## src/rtl/sd_spi_card_responder.sv

```systemverilog
// sd_spi_card_responder
// Card-side end of the SD SPI-mode command interface. Oversamples SCLK/CS/DI on
// clk (clk >= 8x SCLK), deframes 48-bit commands and answers with R1/R7 on DO,
// modelling the CMD0 -> CMD8 -> (CMD55, ACMD41)* power-up sequence.
// Optional feature macro: SD_SPI_RESPONDER_CRC_CHECK_EN (CRC7 check on CMD0/CMD8).
module sd_spi_card_responder #(
  parameter int NCR_BYTES  = 1,
  parameter int INIT_POLLS = 2
) (
  input  logic        clk,
  input  logic        rst_n,
  input  logic        SCLK,
  input  logic        CS,
  input  logic        DI,
  output logic        DO,
  output logic        isIdle,
  output logic        cmdStrobe,
  output logic [5:0]  cmdIndex,
  output logic [31:0] cmdArgument
);

`ifdef SD_SPI_RESPONDER_CRC_CHECK_EN
  // index + argument + CRC7 are kept when the CRC is checked
  localparam int FIELD_W = 45;
`else
  // only index + argument are kept; the CRC field is never stored
  localparam int FIELD_W = 38;
`endif

  localparam logic [6:0] NCR_BITS   = 7'(NCR_BYTES * 8);
  localparam logic [7:0] POLL_LIMIT = 8'(INIT_POLLS);
  localparam logic [5:0] LAST_FIELD = 6'(FIELD_W + 1);

  typedef enum logic [2:0] {
    ST_HUNT   = 3'd0,
    ST_RECV   = 3'd1,
    ST_DECODE = 3'd2,
    ST_NCR    = 3'd3,
    ST_RESP   = 3'd4
  } state_e;

  // synchronisers
  logic [1:0] sclk_sync_q;
  logic [1:0] cs_sync_q;
  logic [1:0] di_sync_q;
  logic       sclk_prev_q;
  logic       sclk_rise_s;
  logic       sclk_fall_s;
  logic       cs_high_s;
  logic       di_s;

  // protocol state
  state_e               state_q,    state_d;
  logic [5:0]           bit_cnt_q,  bit_cnt_d;
  logic [FIELD_W-1:0]   shift_q,    shift_d;
  logic [39:0]          resp_q,     resp_d;
  logic [5:0]           resp_len_q, resp_len_d;
  logic [6:0]           ncr_cnt_q,  ncr_cnt_d;
  logic                 do_q,       do_d;
  logic                 idle_q,     idle_d;
  logic                 strobe_q,   strobe_d;
  logic [5:0]           index_q,    index_d;
  logic [31:0]          arg_q,      arg_d;
  logic [7:0]           poll_q,     poll_d;
  logic                 app_q,      app_d;

  // decode results for the frame held in shift_q
  logic [5:0]  rx_index_s;
  logic [31:0] rx_arg_s;
  logic        dec_idle_s;
  logic [7:0]  dec_poll_s;
  logic        dec_app_s;
  logic        illegal_s;
  logic        crc_err_s;
  logic [7:0]  r1_s;
  logic [39:0] dec_resp_s;
  logic [5:0]  dec_len_s;

`ifdef SD_SPI_RESPONDER_CRC_CHECK_EN
  // CRC7 (x^7 + x^3 + 1) over the 40 leading frame bits, MSB first
  function automatic logic [6:0] crc7_calc(input logic [39:0] data);
    logic [6:0] crc;
    logic       fb;
    crc = 7'h00;
    for (int i = 39; i >= 0; i--) begin
      fb  = data[i] ^ crc[6];
      crc = {crc[5:0], 1'b0};
      if (fb) begin
        crc = crc ^ 7'h09;
      end else begin
        crc = crc;
      end
    end
    return crc;
  endfunction
`endif

  assign sclk_rise_s = sclk_sync_q[1] & ~sclk_prev_q;
  assign sclk_fall_s = ~sclk_sync_q[1] & sclk_prev_q;
  assign cs_high_s   = cs_sync_q[1];
  assign di_s        = di_sync_q[1];

  // Two-flop synchronisers on the host pins plus SCLK history for edge detection.
  always_ff @(posedge clk or negedge rst_n) begin
    if (!rst_n) begin
      sclk_sync_q <= 2'b00;
      cs_sync_q   <= 2'b11;
      di_sync_q   <= 2'b11;
      sclk_prev_q <= 1'b0;
    end else begin
      sclk_sync_q <= {sclk_sync_q[0], SCLK};
      cs_sync_q   <= {cs_sync_q[0], CS};
      di_sync_q   <= {di_sync_q[0], DI};
      sclk_prev_q <= sclk_sync_q[1];
    end
  end

  // Command decode: card-state update and response buffer for the received frame.
  always_comb begin
    rx_index_s = shift_q[FIELD_W-1 -: 6];
    rx_arg_s   = shift_q[FIELD_W-7 -: 32];
    dec_idle_s = idle_q;
    dec_poll_s = poll_q;
    dec_app_s  = 1'b0;
    illegal_s  = 1'b0;
    crc_err_s  = 1'b0;
`ifdef SD_SPI_RESPONDER_CRC_CHECK_EN
    if (((rx_index_s == 6'd0) || (rx_index_s == 6'd8)) &&
        (crc7_calc({2'b01, rx_index_s, rx_arg_s}) != shift_q[6:0])) begin
      crc_err_s = 1'b1;
    end else begin
      crc_err_s = 1'b0;
    end
`endif
    if (crc_err_s) begin
      // a corrupted CMD0/CMD8 leaves the card state untouched
      dec_app_s = app_q;
    end else begin
      case (rx_index_s)
        6'd0: begin
          dec_idle_s = 1'b1;
          dec_poll_s = 8'd0;
        end
        6'd8: begin
          dec_app_s = 1'b0;
        end
        6'd55: begin
          dec_app_s = 1'b1;
        end
        6'd41: begin
          if (!app_q) begin
            illegal_s = 1'b1;
          end else if (poll_q < POLL_LIMIT) begin
            dec_poll_s = poll_q + 8'd1;
          end else begin
            dec_idle_s = 1'b0;
          end
        end
        default: begin
          illegal_s = 1'b1;
        end
      endcase
    end
    r1_s = {4'b0000, crc_err_s, illegal_s, 1'b0, dec_idle_s};
    if (rx_index_s == 6'd8) begin
      dec_resp_s = {r1_s, 8'h00, 8'h00, 4'h0, rx_arg_s[11:8], rx_arg_s[7:0]};
      dec_len_s  = 6'd40;
    end else begin
      dec_resp_s = {r1_s, 32'hFFFF_FFFF};
      dec_len_s  = 6'd8;
    end
  end

  // Next-state logic: frame hunting, reception, decode, NCR gap and response shift.
  always_comb begin
    state_d    = state_q;
    bit_cnt_d  = bit_cnt_q;
    shift_d    = shift_q;
    resp_d     = resp_q;
    resp_len_d = resp_len_q;
    ncr_cnt_d  = ncr_cnt_q;
    do_d       = do_q;
    idle_d     = idle_q;
    strobe_d   = 1'b0;
    index_d    = index_q;
    arg_d      = arg_q;
    poll_d     = poll_q;
    app_d      = app_q;

    if (cs_high_s) begin
      // deselect aborts whatever is in flight
      state_d   = ST_HUNT;
      bit_cnt_d = 6'd0;
      do_d      = 1'b1;
    end else begin
      case (state_q)
        ST_HUNT: begin
          if (sclk_rise_s && !di_s) begin
            state_d   = ST_RECV;
            bit_cnt_d = 6'd1;
          end else begin
            state_d = ST_HUNT;
          end
        end
        ST_RECV: begin
          if (sclk_rise_s) begin
            bit_cnt_d = bit_cnt_q + 6'd1;
            if (bit_cnt_q == 6'd1) begin
              // transmission bit must be 1
              if (!di_s) begin
                state_d = ST_HUNT;
              end else begin
                state_d = ST_RECV;
              end
            end else if (bit_cnt_q == 6'd47) begin
              // end bit must be 1
              if (di_s) begin
                state_d = ST_DECODE;
              end else begin
                state_d = ST_HUNT;
              end
            end else if (bit_cnt_q <= LAST_FIELD) begin
              shift_d = {shift_q[FIELD_W-2:0], di_s};
            end else begin
              shift_d = shift_q;
            end
          end else begin
            state_d = ST_RECV;
          end
        end
        ST_DECODE: begin
          strobe_d   = 1'b1;
          index_d    = rx_index_s;
          arg_d      = rx_arg_s;
          idle_d     = dec_idle_s;
          poll_d     = dec_poll_s;
          app_d      = dec_app_s;
          resp_d     = dec_resp_s;
          resp_len_d = dec_len_s;
          ncr_cnt_d  = 7'd0;
          state_d    = ST_NCR;
        end
        ST_NCR: begin
          if (sclk_fall_s) begin
            if (ncr_cnt_q == NCR_BITS) begin
              // this falling edge ends the last filler bit
              do_d      = resp_q[39];
              resp_d    = {resp_q[38:0], 1'b1};
              bit_cnt_d = 6'd1;
              state_d   = ST_RESP;
            end else begin
              ncr_cnt_d = ncr_cnt_q + 7'd1;
            end
          end else begin
            state_d = ST_NCR;
          end
        end
        ST_RESP: begin
          if (sclk_fall_s) begin
            if (bit_cnt_q == resp_len_q) begin
              do_d      = 1'b1;
              bit_cnt_d = 6'd0;
              state_d   = ST_HUNT;
            end else begin
              do_d      = resp_q[39];
              resp_d    = {resp_q[38:0], 1'b1};
              bit_cnt_d = bit_cnt_q + 6'd1;
            end
          end else begin
            state_d = ST_RESP;
          end
        end
        default: begin
          state_d   = ST_HUNT;
          bit_cnt_d = 6'd0;
          do_d      = 1'b1;
        end
      endcase
    end
  end

  // State and datapath registers.
  always_ff @(posedge clk or negedge rst_n) begin
    if (!rst_n) begin
      state_q    <= ST_HUNT;
      bit_cnt_q  <= 6'd0;
      shift_q    <= '0;
      resp_q     <= 40'hFF_FFFF_FFFF;
      resp_len_q <= 6'd8;
      ncr_cnt_q  <= 7'd0;
      do_q       <= 1'b1;
      idle_q     <= 1'b1;
      strobe_q   <= 1'b0;
      index_q    <= 6'd0;
      arg_q      <= 32'd0;
      poll_q     <= 8'd0;
      app_q      <= 1'b0;
    end else begin
      state_q    <= state_d;
      bit_cnt_q  <= bit_cnt_d;
      shift_q    <= shift_d;
      resp_q     <= resp_d;
      resp_len_q <= resp_len_d;
      ncr_cnt_q  <= ncr_cnt_d;
      do_q       <= do_d;
      idle_q     <= idle_d;
      strobe_q   <= strobe_d;
      index_q    <= index_d;
      arg_q      <= arg_d;
      poll_q     <= poll_d;
      app_q      <= app_d;
    end
  end

  assign DO          = do_q;
  assign isIdle      = idle_q;
  assign cmdStrobe   = strobe_q;
  assign cmdIndex    = index_q;
  assign cmdArgument = arg_q;

endmodule

```

## config.mk

```make
export PLATFORM = sky130hd
export DESIGN_NAME = sd_spi_card_responder
export DESIGN_NICKNAME = d
export VERILOG_FILES = /design/src/rtl/sd_spi_card_responder.sv
export SDC_FILE = /design/constraint.sdc
export NUM_CORES = 1
export LEC_CHECK = 0
export BUFFER_PORTS_ARGS = -buffer_cell sky130_fd_sc_hd__buf_2
export CAP_MARGIN = 20
export CORE_MARGIN = 2
export CORE_UTILIZATION = 45
export DETAILED_ROUTE_END_ITERATION = 8
export PLACE_DENSITY = 0.69
export SETUP_SLACK_MARGIN = 0.05
export SKIP_CTS_REPAIR_TIMING = 1
export SLEW_MARGIN = 40
export SYNTH_ARGS = -nofsm -noshare
export SYNTH_HDL_FRONTEND = slang
export SYNTH_SLANG_ARGS = --single-unit
```

## constraint.sdc

```tcl
create_clock -name clk -period 2.46 [get_ports clk]
set_input_delay 0.492 -clock clk [delete_from_list [all_inputs] [get_ports clk]]
set_output_delay 0.492 -clock clk [all_outputs]
set_load 0.05 [all_outputs]
```

# After elaboration in Yosys (flattened, before gate mapping)
# Index checks and enable logic that the tools add are counted.
# word_totals
register_bits	157
latchBits	0
ramBits	0
romBits	0
input_bits	5
output_inout_bits	41
elab_cells	121
n_memories	0
# classes
addsub	3
n_mul	0
div	0
magnitude_cmp	2
eq_ne	28
shift	0
mux	47
bitwise	7
n_reduce_logical	17
# op_table
cell	n
2-to-1 mux 40 bit	4
case mux 40 bit (3 select lines)	1
2-to-1 mux 6 bit	8
2-to-1 mux 32 bit	1
case mux 6 bit (5 select lines)	1
2-to-1 mux 3 bit	8
equality test 6 bit, second input constant	3
AND reduction 6 bit	3
2-to-1 mux 8 bit	2
inequality test 2 bit, second input constant	8
case mux 8 bit (2 select lines)	1
inequality test 3 bit, second input constant	5
case mux 3 bit (5 select lines)	1
2-to-1 mux 7 bit	2
case mux 7 bit (2 select lines)	1
2-to-1 mux 1 bit	13
adder 8 x 1 -> 8 bit, second input constant	1
less-than comparator 8 x 2 -> 1 bit, second input constant	1
inequality test 4 bit, second input constant	2
AND reduction 4 bit	2
adder 7 x 1 -> 7 bit, second input constant	1
equality test 7 x 4 -> 1 bit, second input constant	1
adder 6 x 1 -> 6 bit, second input constant	1
equality test 3 x 2 -> 1 bit, second input constant	2
23 further kinds	31

# Longest topological paths before layout
# Gate-level depths: netlist of run 1.
# logic_depth
ltp_word	6
depth_mapped	8
ltp_nobuf	7

# Worst setup path after synthesis of run 1
# OpenSTA, ideal clock, no wires.
# synth_timing
path_type	flip-flop to flip-flop
startpoint	register poll_q[5]
endpoint	register poll_q[4]
setup_time_ns	0.119
arrival_time_ns	1.865
required_time_ns	2.341
setup_slack_ns	0.476
stages_incl_launch_ff	7
n_path_buf	1
period_less_slack_ns	1.984
path_cell_list	dfrtp_1 -> or4_1 -> nor4_2 -> o21ai_2 -> or2_1 -> buf_2 -> and2_1
# synth_via
elab_chain_cells	3
# synth_lines
element	line_no	rtl
start: declaration	64	logic [7:0] poll_q, poll_d;
start signal: assignment	310	poll_q <= poll_d;
less-than comparator 8 x 2 -> 1 bit	153	end else if (poll_q < POLL_LIMIT) begin
inequality test 2 bit (no source line)	--	
AND reduction 5 bit (no source line)	--	
# Every way passes these cells.
# A chain may end at the register's enable or synchronous reset.

# Worst setup path in the final report of run 1
# layout_timing
startpoint	register ncr_cnt_q[0]
endpoint	register ncr_cnt_q[5]
# layout_via
elab_chain_cells	4
elab_cells_between_ends	7
cone_classes	add/sub (1); eq/ne (2); mux (3); reduce/logical (1)
# layout_lines
element	line_no	rtl
start: declaration	58	logic [6:0] ncr_cnt_q, ncr_cnt_d;
start signal: assignment	304	ncr_cnt_q <= ncr_cnt_d;
adder 7 x 1 -> 7 bit	252	ncr_cnt_d = ncr_cnt_q + 7'd1;
2-to-1 mux 7 bit	245	if (ncr_cnt_q == NCR_BITS) begin
2-to-1 mux 7 bit	244	if (sclk_fall_s) begin
case mux 7 bit (2 select lines)	196	case (state_q)
# Parallel ways exist; a longest one is shown, timed or not. The select of a mux whose other input is x is not followed.

==> results of run 1 <==
## flip-flops by register name, summed over array words and instances, names as in the netlist
signal       count
resp_q          40
shift_q         38
cmdArgument     32
poll_q           8
ncr_cnt_q        7
bit_cnt_q        6
cmdIndex         6
state_q          3
cs_sync_q        2
di_sync_q        2
sclk_sync_q      2
DO               1
app_q            1
cmdStrobe        1
isIdle           1
resp_len_q       1
sclk_prev_q      1
## path summary, 6_finish.rpt
check | from | end | slack [ps] | cells past startpoint
hold reg to reg | cs_sync_q[0] | cs_sync_q[1] | 350 | 0
hold / removal | rst_n | ncr_cnt_q[3] | 20 | 1
min in group clk | CS | cs_sync_q[0] | 170 | 1
setup / recovery | ncr_cnt_q[0] | ncr_cnt_q[5] | 220 | 8
max in group asynchronous | rst_n | resp_q[38] | 1720 | 2
setup reg to reg | ncr_cnt_q[0] | ncr_cnt_q[5] | 220 | 8
## power breakdown
group	internal, mW	leakage (nW)	switching, mW
clock	1.53	0.292	1.08
combinational	0.0642	1.45	0.122
sequential	2.67	1.95	0.0603
## metrics by stage
| step | hold slack (ps) | setup WS [ps] |
|---|---|---|
| finish | 17.1 | 223 |
| global route | 49.5 | 53.1 |
| CTS | 16.7 | 239 |
| detailed placement | 339 | 247 |
| global placement | 341 | 396 |
| floorplan | 196 | 476 |
## cell usage in the layout (no fill, tap or decap), types with 2 or more instances in the layout
cell type / synthesis / layout
ha_1: 6 / 6
nand3_1: 10 / 10
nor3_1: 5 / 5
a21o_1: 2 / 2
and3_1: 4 / 4
clkinv_4: 0 / 2
o21ai_1: 21 / 21
dfrtp_1: 106 / 106
o21ai_0: 48 / 48
a31oi_1: 2 / 2
o21a_1: 4 / 4
dfstp_2: 46 / 46
buf_4: 0 / 10
or3_1: 3 / 3
a21oi_1: 8 / 7
xor2_1: 5 / 5
a211o_1: 2 / 2
nor2b_1: 5 / 5
or4_1: 4 / 4
bufinv_16: 0 / 2
buf_12: 0 / 3
and2_1: 3 / 3
a22o_1: 2 / 2
clkbuf_16: 0 / 17
inv_6: 0 / 6
mux2_2: 40 / 40
inv_1: 9 / 9
inv_8: 0 / 2
buf_2: 10 / 44
nand2b_1: 5 / 5
nor2_1: 22 / 22
a22oi_1: 2 / 2
o22ai_1: 12 / 12
nand2_1: 182 / 182
nand4_1: 6 / 6
nor4_1: 2 / 2
or2_1: 2 / 2
clkbuf_1: 22 / 2
o211ai_1: 2 / 2
o31ai_1: 3 / 3
## worst max-delay path: stages (launching register included)
cell and delay, ps:
dfrtp_1 410, inv_1 80, ha_1 190, nor2b_1 150, a2111oi_1 640, buf_4 270
nand4_1 110, xor2_1 180, nor2_1 70
## Yosys cell counts, types with 8 or more instances
master / n / area [µm²]
nor2_1: 22 / 82.6
o21ai_1: 21 / 105
mux2_2: 40 / 450
nand2_1: 182 / 683
buf_2: 10 / 50.1
o21ai_0: 48 / 240
nand3_1: 10 / 50.1
clkbuf_1: 22 / 82.6
dfstp_2: 46 / 1210
a21oi_1: 8 / 40.0
o22ai_1: 12 / 75.1
dfrtp_1: 106 / 2650
inv_1: 9 / 33.8
## logic make-up after synthesis
logic type | Yosys count
mux | 40
fa+ha+maj | 6
compound gates | 118
simple gates | 264
flops | 152
buf+inv | 44
xor+xnor | 6
## final cells by class
| cell class | count | area [µm²] |
|---|---|---|
| timing repair buffer | 58 | 367 |
| tap | 180 | 225 |
| multi-input combinational | 434 | 2440 |
| sequential | 152 | 3860 |
| fill | 1211 | 6460 |
| clock inverter | 13 | 158 |
| clock buffer | 19 | 433 |
| inverter | 10 | 37.5 |
## layer usage
metal / vias up / share of wire [%]
met5: - / 0
met4: 0 / 1.7
met3: 17 / 4.0
met2: 96 / 48
met1: 2243 / 46
li1: 2247 / -
==> metrics.txt, run 1 <==
DP Wirelength=7.95 mm; Layout area overhead=16.2%; I/O pin count=46; Compound-Gate Fraction of Synth Area=10.7%; mux contribution to synthesized area=~7.0%; endpoints failing setup=0; Routed WL=12.4 mm; Clock Sinks=around 150; Most used DFF post-synth=dfrtp_1; max cap viols=0; largest net degree at the start of global routing=81; final clock skew=roughly 11 ps; maximum VDD drop=0.539 mV; largest family of logic cells by synthesized area=simple AND/OR/NAND/NOR gates; # diodes=0; layout cells sized above 1=26.4%; chip height=~120 µm; Placer Congestion=~0.85; Row Count=43; Core Box Area=14,000 µm²; post-DR wirelength/cell=14.3 µm; syn avg cell area=10.3 µm²; final net count=684; CTS Buf Count=17; via count=4,603; Post-DP Area=6930 µm²; power density cells=roughly 730 nW/µm²; clk_lat worst skew=420 ps; met3 Use GR=4.21%; H-tree depth=4; maximum clock path buffer count=2; Synth Cell Area=about 6500 µm²; IO Port Bufs=45; CP Launch Type=flop; simple-gate share of the synthesized area=18.0%; CTS tree=done; met2 track demand over resource=28.3%; first-pass GRT wire length=20.9 mm; Rel. slew slack=57.7%; fin area=7520 µm²; Worst Path Max Fanout=9; clock period minus worst slack=approximately 2200 ps; Worst Tran Pin Value=approximately 630 ps; Final Slew Violations=0; Worst Setup End Kind=flop; outcome=finished clean; Synth Area in Adders=1.16%; antenna violations before repair=0; Synth Area in XOR/XNOR=0.811%; P_leak=between 3 and 4 nW; grt met1 use=between 20 and 25%; Overflow after GRT=0; worst hold-check path type=in -> async; DRT Pass-1 Iters=6; Final Instance Count excl. Fillers=866; Cell Count Post-Placement=834; setup_tns=0 ps; Detail Route Antenna Nets=0; Async SR Flop Fraction=100%; Seq cells post-synth=between 150 and 200; Post-Syn Nets=641; number of global-route vias before repair=4,408; area of the die=between 15,000 and 20,000 µm²; FMAX=447 MHz; worst setup path class=reg -> reg; Top Usage Layer GRT=met2; post-synthesis sequential area ratio=59.6%; total power=5.52 mW; drt drc=0; post-synth cell types=57; initial core utilization=46.3%; Clk pin slew, worst setup/hold paths=roughly 70 ps; EDFF count, synth=0; Total GRT Usage=approximately 17%; Arr. time, crit path=2530 ps; Synthesis Warnings=0; CP Data Required Time=2760 ps; 1st-iter DRT viols=341; Die X=124 µm; Tcrit/Tclk final=90.9%; CTS root buf=clkbuf_16; Mapped Cells=630; Final Hold Viols=0; routed vias/inst=5.32; final core utilization=between 50 and 60%; RSZ-0062 raised after global routing=no
Note: power is estimated with default switching activity, not from simulation.
==> run 2: changes to the inputs <==
REMOVE_ABC_BUFFERS = 1   (was default)
SLEW_MARGIN = 30   (was 40)
==> metrics.txt, run 2 (synthesis gave the netlist of run 1 again) <==
maximum VDD drop=roughly 0.47 mV; first-pass GRT wire length=22.3 mm; via count=4,628; Worst Tran Pin Value=~620 ps; max reg flops=40; Total GRT Usage=18.6%; Final Hold Viols=0; initial core utilization=46.3%; final clock skew=9.42 ps; largest net degree at the start of global routing=81; number of global-route vias before repair=4,597; Worst Setup End Kind=flop; Worst R2R Start=ncr_cnt_q[0]; worst setup path class=reg -> reg; P_leak=between 3 and 4 nW; most common cell after layout, fill and taps aside=nand2_1; I/O pin count=46; CTS root buf=clkbuf_16; antenna violations before repair=0; post-DR wirelength/cell=~15 µm; drt drc=0; Clock Sinks=152; routed vias/inst=5.36; Clk pin slew, worst setup/hold paths=60 ps; Tcrit/Tclk final=roughly nine tenths; area of the die=~15,000 µm²; Placer Congestion=0.834; Final Slew Violations=0; IO Port Bufs=45; Reg2Reg Setup Slack=~270 ps; FF-to-FF path depth=8; Die X=124 µm; endpoints failing setup=0; power density cells=759 nW/µm²; Worst Path Max Fanout=9; FMAX=456 MHz; CTS tree=done; DRT Pass-1 Iters=5; worst reg2reg endpoint=ncr_cnt_q[3]; Layout area overhead=16.8%; most frequent cells in the layout=182 x nand2_1, 106 x dfrtp_1, 48 x o21ai_0; Rel. slew slack=58.6%; max cap viols=0; CP Data Required Time=2760 ps; chip height=124 µm; final net count=682; # diodes=0; Fillers=1,223; outcome=finished clean; DP Wirelength=~8.2 mm; worst hold-check path type=in -> async; Largest Register=resp_q; total power=5.74 mW; clk_lat worst skew=420 ps; Detail Route Antenna Nets=0; H-tree depth=4; CTS Buf Count=17; Core Box Area=14,000 µm²; Overflow after GRT=0; clock period minus worst slack=2190 ps; layout cells sized above 1=26.3%; CP Launch Type=flop; Cell Count Post-Placement=between 800 and 900; Final Instance Count excl. Fillers=864; Routed WL=13.0 mm; 1st-iter DRT viols=roughly 260; Arr. time, crit path=2490 ps; RSZ-0062 raised after global routing=no; Row Count=43; maximum clock path buffer count=2
[run 2: area by class of cell]
type	instances	area [µm²]	share of cell area, %
Sequential cell	152	3860	51.0
Multi-Input combinational cell	434	2450	32.3
Clock buffer	20	447	5.90
Timing Repair Buffer	56	352	4.65
Tap cell	180	225	2.98
Clock inverter	12	196	2.60
Inverter	10	37.5	0.496
[run 2: worst max path at each step]
stage / start / to
2_1_floorplan: state_q[1] / resp_q[12]
3_3_place_gp: ncr_cnt_q[0] / ncr_cnt_q[3]
3_5_place_dp: ncr_cnt_q[0] / ncr_cnt_q[3]
4_1_cts: ncr_cnt_q[0] / ncr_cnt_q[3]
5_1_grt: ncr_cnt_q[0] / ncr_cnt_q[6]
6_report: ncr_cnt_q[0] / ncr_cnt_q[3]
[run 2: worst max-delay path: stages (launching register included)]
cell,delay [ps]
dfrtp_1,410
inv_1,80
ha_1,190
nor2b_1,150
a2111oi_1,630
buf_4,270
nand4_1,110
xor2_1,170
nor2_1,60
[run 2: layer usage]
layer	GRT usage, %	routed length, µm	vias up
li1	-	-	2221
met1	24.5	5790	2282
met5	0	0	-
met4	8.36	267	0
met3	4.81	526	21
met2	29.3	6380	104
[run 2: power by group]
group | switching (mW) | internal (mW) | leakage (nW)
clock network | 0.995 | 1.82 | 0.306
registers | 0.0663 | 2.67 | 1.95
logic | 0.123 | 0.0629 | 1.44
[run 2: through the flow]
| step | hold WS [ps] | setup WS, ps | util, % | setup TNS [ps] | area, µm² |
|---|---|---|---|---|---|
| 3_3_place_gp | 337 | 412 | 49.5 | 0 | 6920 |
| 3_5_place_dp | 339 | 287 | 49.5 | 0 | 6920 |
| 6_report | 31.5 | 268 | 54.1 | 0 | 7570 |
| 4_1_cts | 41.5 | 262 | 54.1 | 0 | 7570 |
| 2_1_floorplan | 196 | -1460 | - | -61860 | 6340 |
| 5_1_grt | 64.9 | 93.2 | 54.1 | 0 | 7570 |
==> run 3: changes to the inputs <==
clock period = 2.3 ns   (was 2.46 ns; I/O delays follow)
==> metrics.txt, run 3 (synthesis gave the netlist of run 1 again) <==
worst setup path class=reg -> reg; DP Wirelength=8.34 mm; Largest Register=resp_q; drt drc=0; RSZ-0062 raised after global routing=no; Total GRT Usage=18.9%; max reg flops=40; via count=4,629; 1st-iter DRT viols=259; Worst Tran Pin Value=465 ps; fin area=roughly 7600 µm²; Tcrit/Tclk final=about 93%; P_leak=3.71 nW; post-DR wirelength/cell=roughly 15 µm; endpoints failing setup=0; power density cells=777 nW/µm²; CTS Buf Count=17; most frequent cells in the layout=182 x nand2_1, 106 x dfrtp_1, 48 x o21ai_0; final clock skew=8.39 ps; CP Data Required Time=2650 ps; maximum VDD drop=0.558 mV; number of global-route vias before repair=4,611; WHS=between 100 and 150 ps; setup slack after layout=around 160 ps; final core utilization=54.2%; Final Instance Count excl. Fillers=869; crit path max-delay cell type=or4_1; Rel. slew slack=69.0%; Worst Path Max Fanout=12; CP Launch Type=flop; antenna violations before repair=0; Final Hold Viols=0; Clk pin slew, worst setup/hold paths=60 ps; first-pass GRT wire length=22.4 mm; maximum clock path buffer count=2; # diodes=0; Row Count=43; Post-Place Worst Slack=150 ps; crit-path max cell delay=roughly 500 ps; DRT Pass-1 Iters=4; CTS root buf=clkbuf_16; Detail Route Antenna Nets=0; I/O pin count=46; Arr. time, crit path=2490 ps; crit path cell chain=nor4b_2 -> nand4_1 -> a32o_2 -> or4_1 -> o21ai_1; clk_lat worst skew=430 ps; Core Box Area=approximately 14,000 µm²; most common cell after layout, fill and taps aside=nand2_1; Routed WL=13.2 mm; CTS tree=done; area of the die=15,400 µm²; largest net degree at the start of global routing=81; max cap viols=0; layout cells sized above 1=27.0%; Die X=124 µm; outcome=finished clean; Final Slew Violations=0; final net count=687; Post-DP Area=6980 µm²; Placer Congestion=0.854; total power=5.89 mW; Layout area overhead=17.1%; Clock Sinks=152; setup_tns=0 ps; H-tree depth=4; Overflow after GRT=0; IO Port Bufs=45; Worst Setup End Kind=flop; Cell Count Post-Placement=836; routed vias/inst=around 5.3; worst hold-check path type=in -> reg; FMAX=~470 MHz; clock period minus worst slack=2140 ps; chip height=approximately 120 µm; initial core utilization=46.3%
## run 3: changes by cell type in the layout (fill, tap and decap cells not counted), moves of 2 or more
| cell | previous run | this run |
|---|---|---|
| buf_12 | 3 | 5 |
| buf_4 | 8 | 10 |
| bufinv_16 | 5 | 2 |
| clkinv_2 | 3 | 1 |
| clkinv_4 | 0 | 3 |
## run 3: final timing paths
check,startpoint,to,slack (ps),cells past startpoint
max,ncr_cnt_q[2],bit_cnt_q[4],160,5
min,CS,cs_sync_q[0],130,1
max reg2reg,ncr_cnt_q[2],bit_cnt_q[4],160,5
min reg2reg,sclk_sync_q[0],sclk_sync_q[1],360,0
max in group asynchronous,rst_n,cs_sync_q[1],1070,3
min in group asynchronous,rst_n,poll_q[1],530,2
## run 3: worst max-delay path, delay by kind of cell, from the launching register on
family / cells / cell delay [ps]
simple gates: 3 / 1120
compound gates: 2 / 490
flops: 1 / 450
## run 3: final cells by class
cell class / instances / area, µm²
fill: 1218 / 6400
sequential: 152 / 3860
multi-input combinational: 434 / 2450
clock buffer: 20 / 447
timing repair buffer: 61 / 417
tap: 180 / 225
clock inverter: 12 / 143
inverter: 10 / 37.5
## run 3: where the power goes
part | switching, mW | total, mW | leakage, nW | internal (mW)
clock network | 1.12 | 2.76 | 0.279 | 1.64
logic | 0.132 | 0.202 | 1.48 | 0.0704
registers | 0.0692 | 2.92 | 1.95 | 2.85
total | 1.32 | 5.89 | 3.71 | 4.57
## run 3: routing by layer
layer	vias to the layer above	track usage (%)	wire [µm]
li1	2238	-	-
met1	2283	25.1	6070
met2	90	29.8	6340
met3	18	5.17	492
met4	0	7.23	251
met5	-	0	0
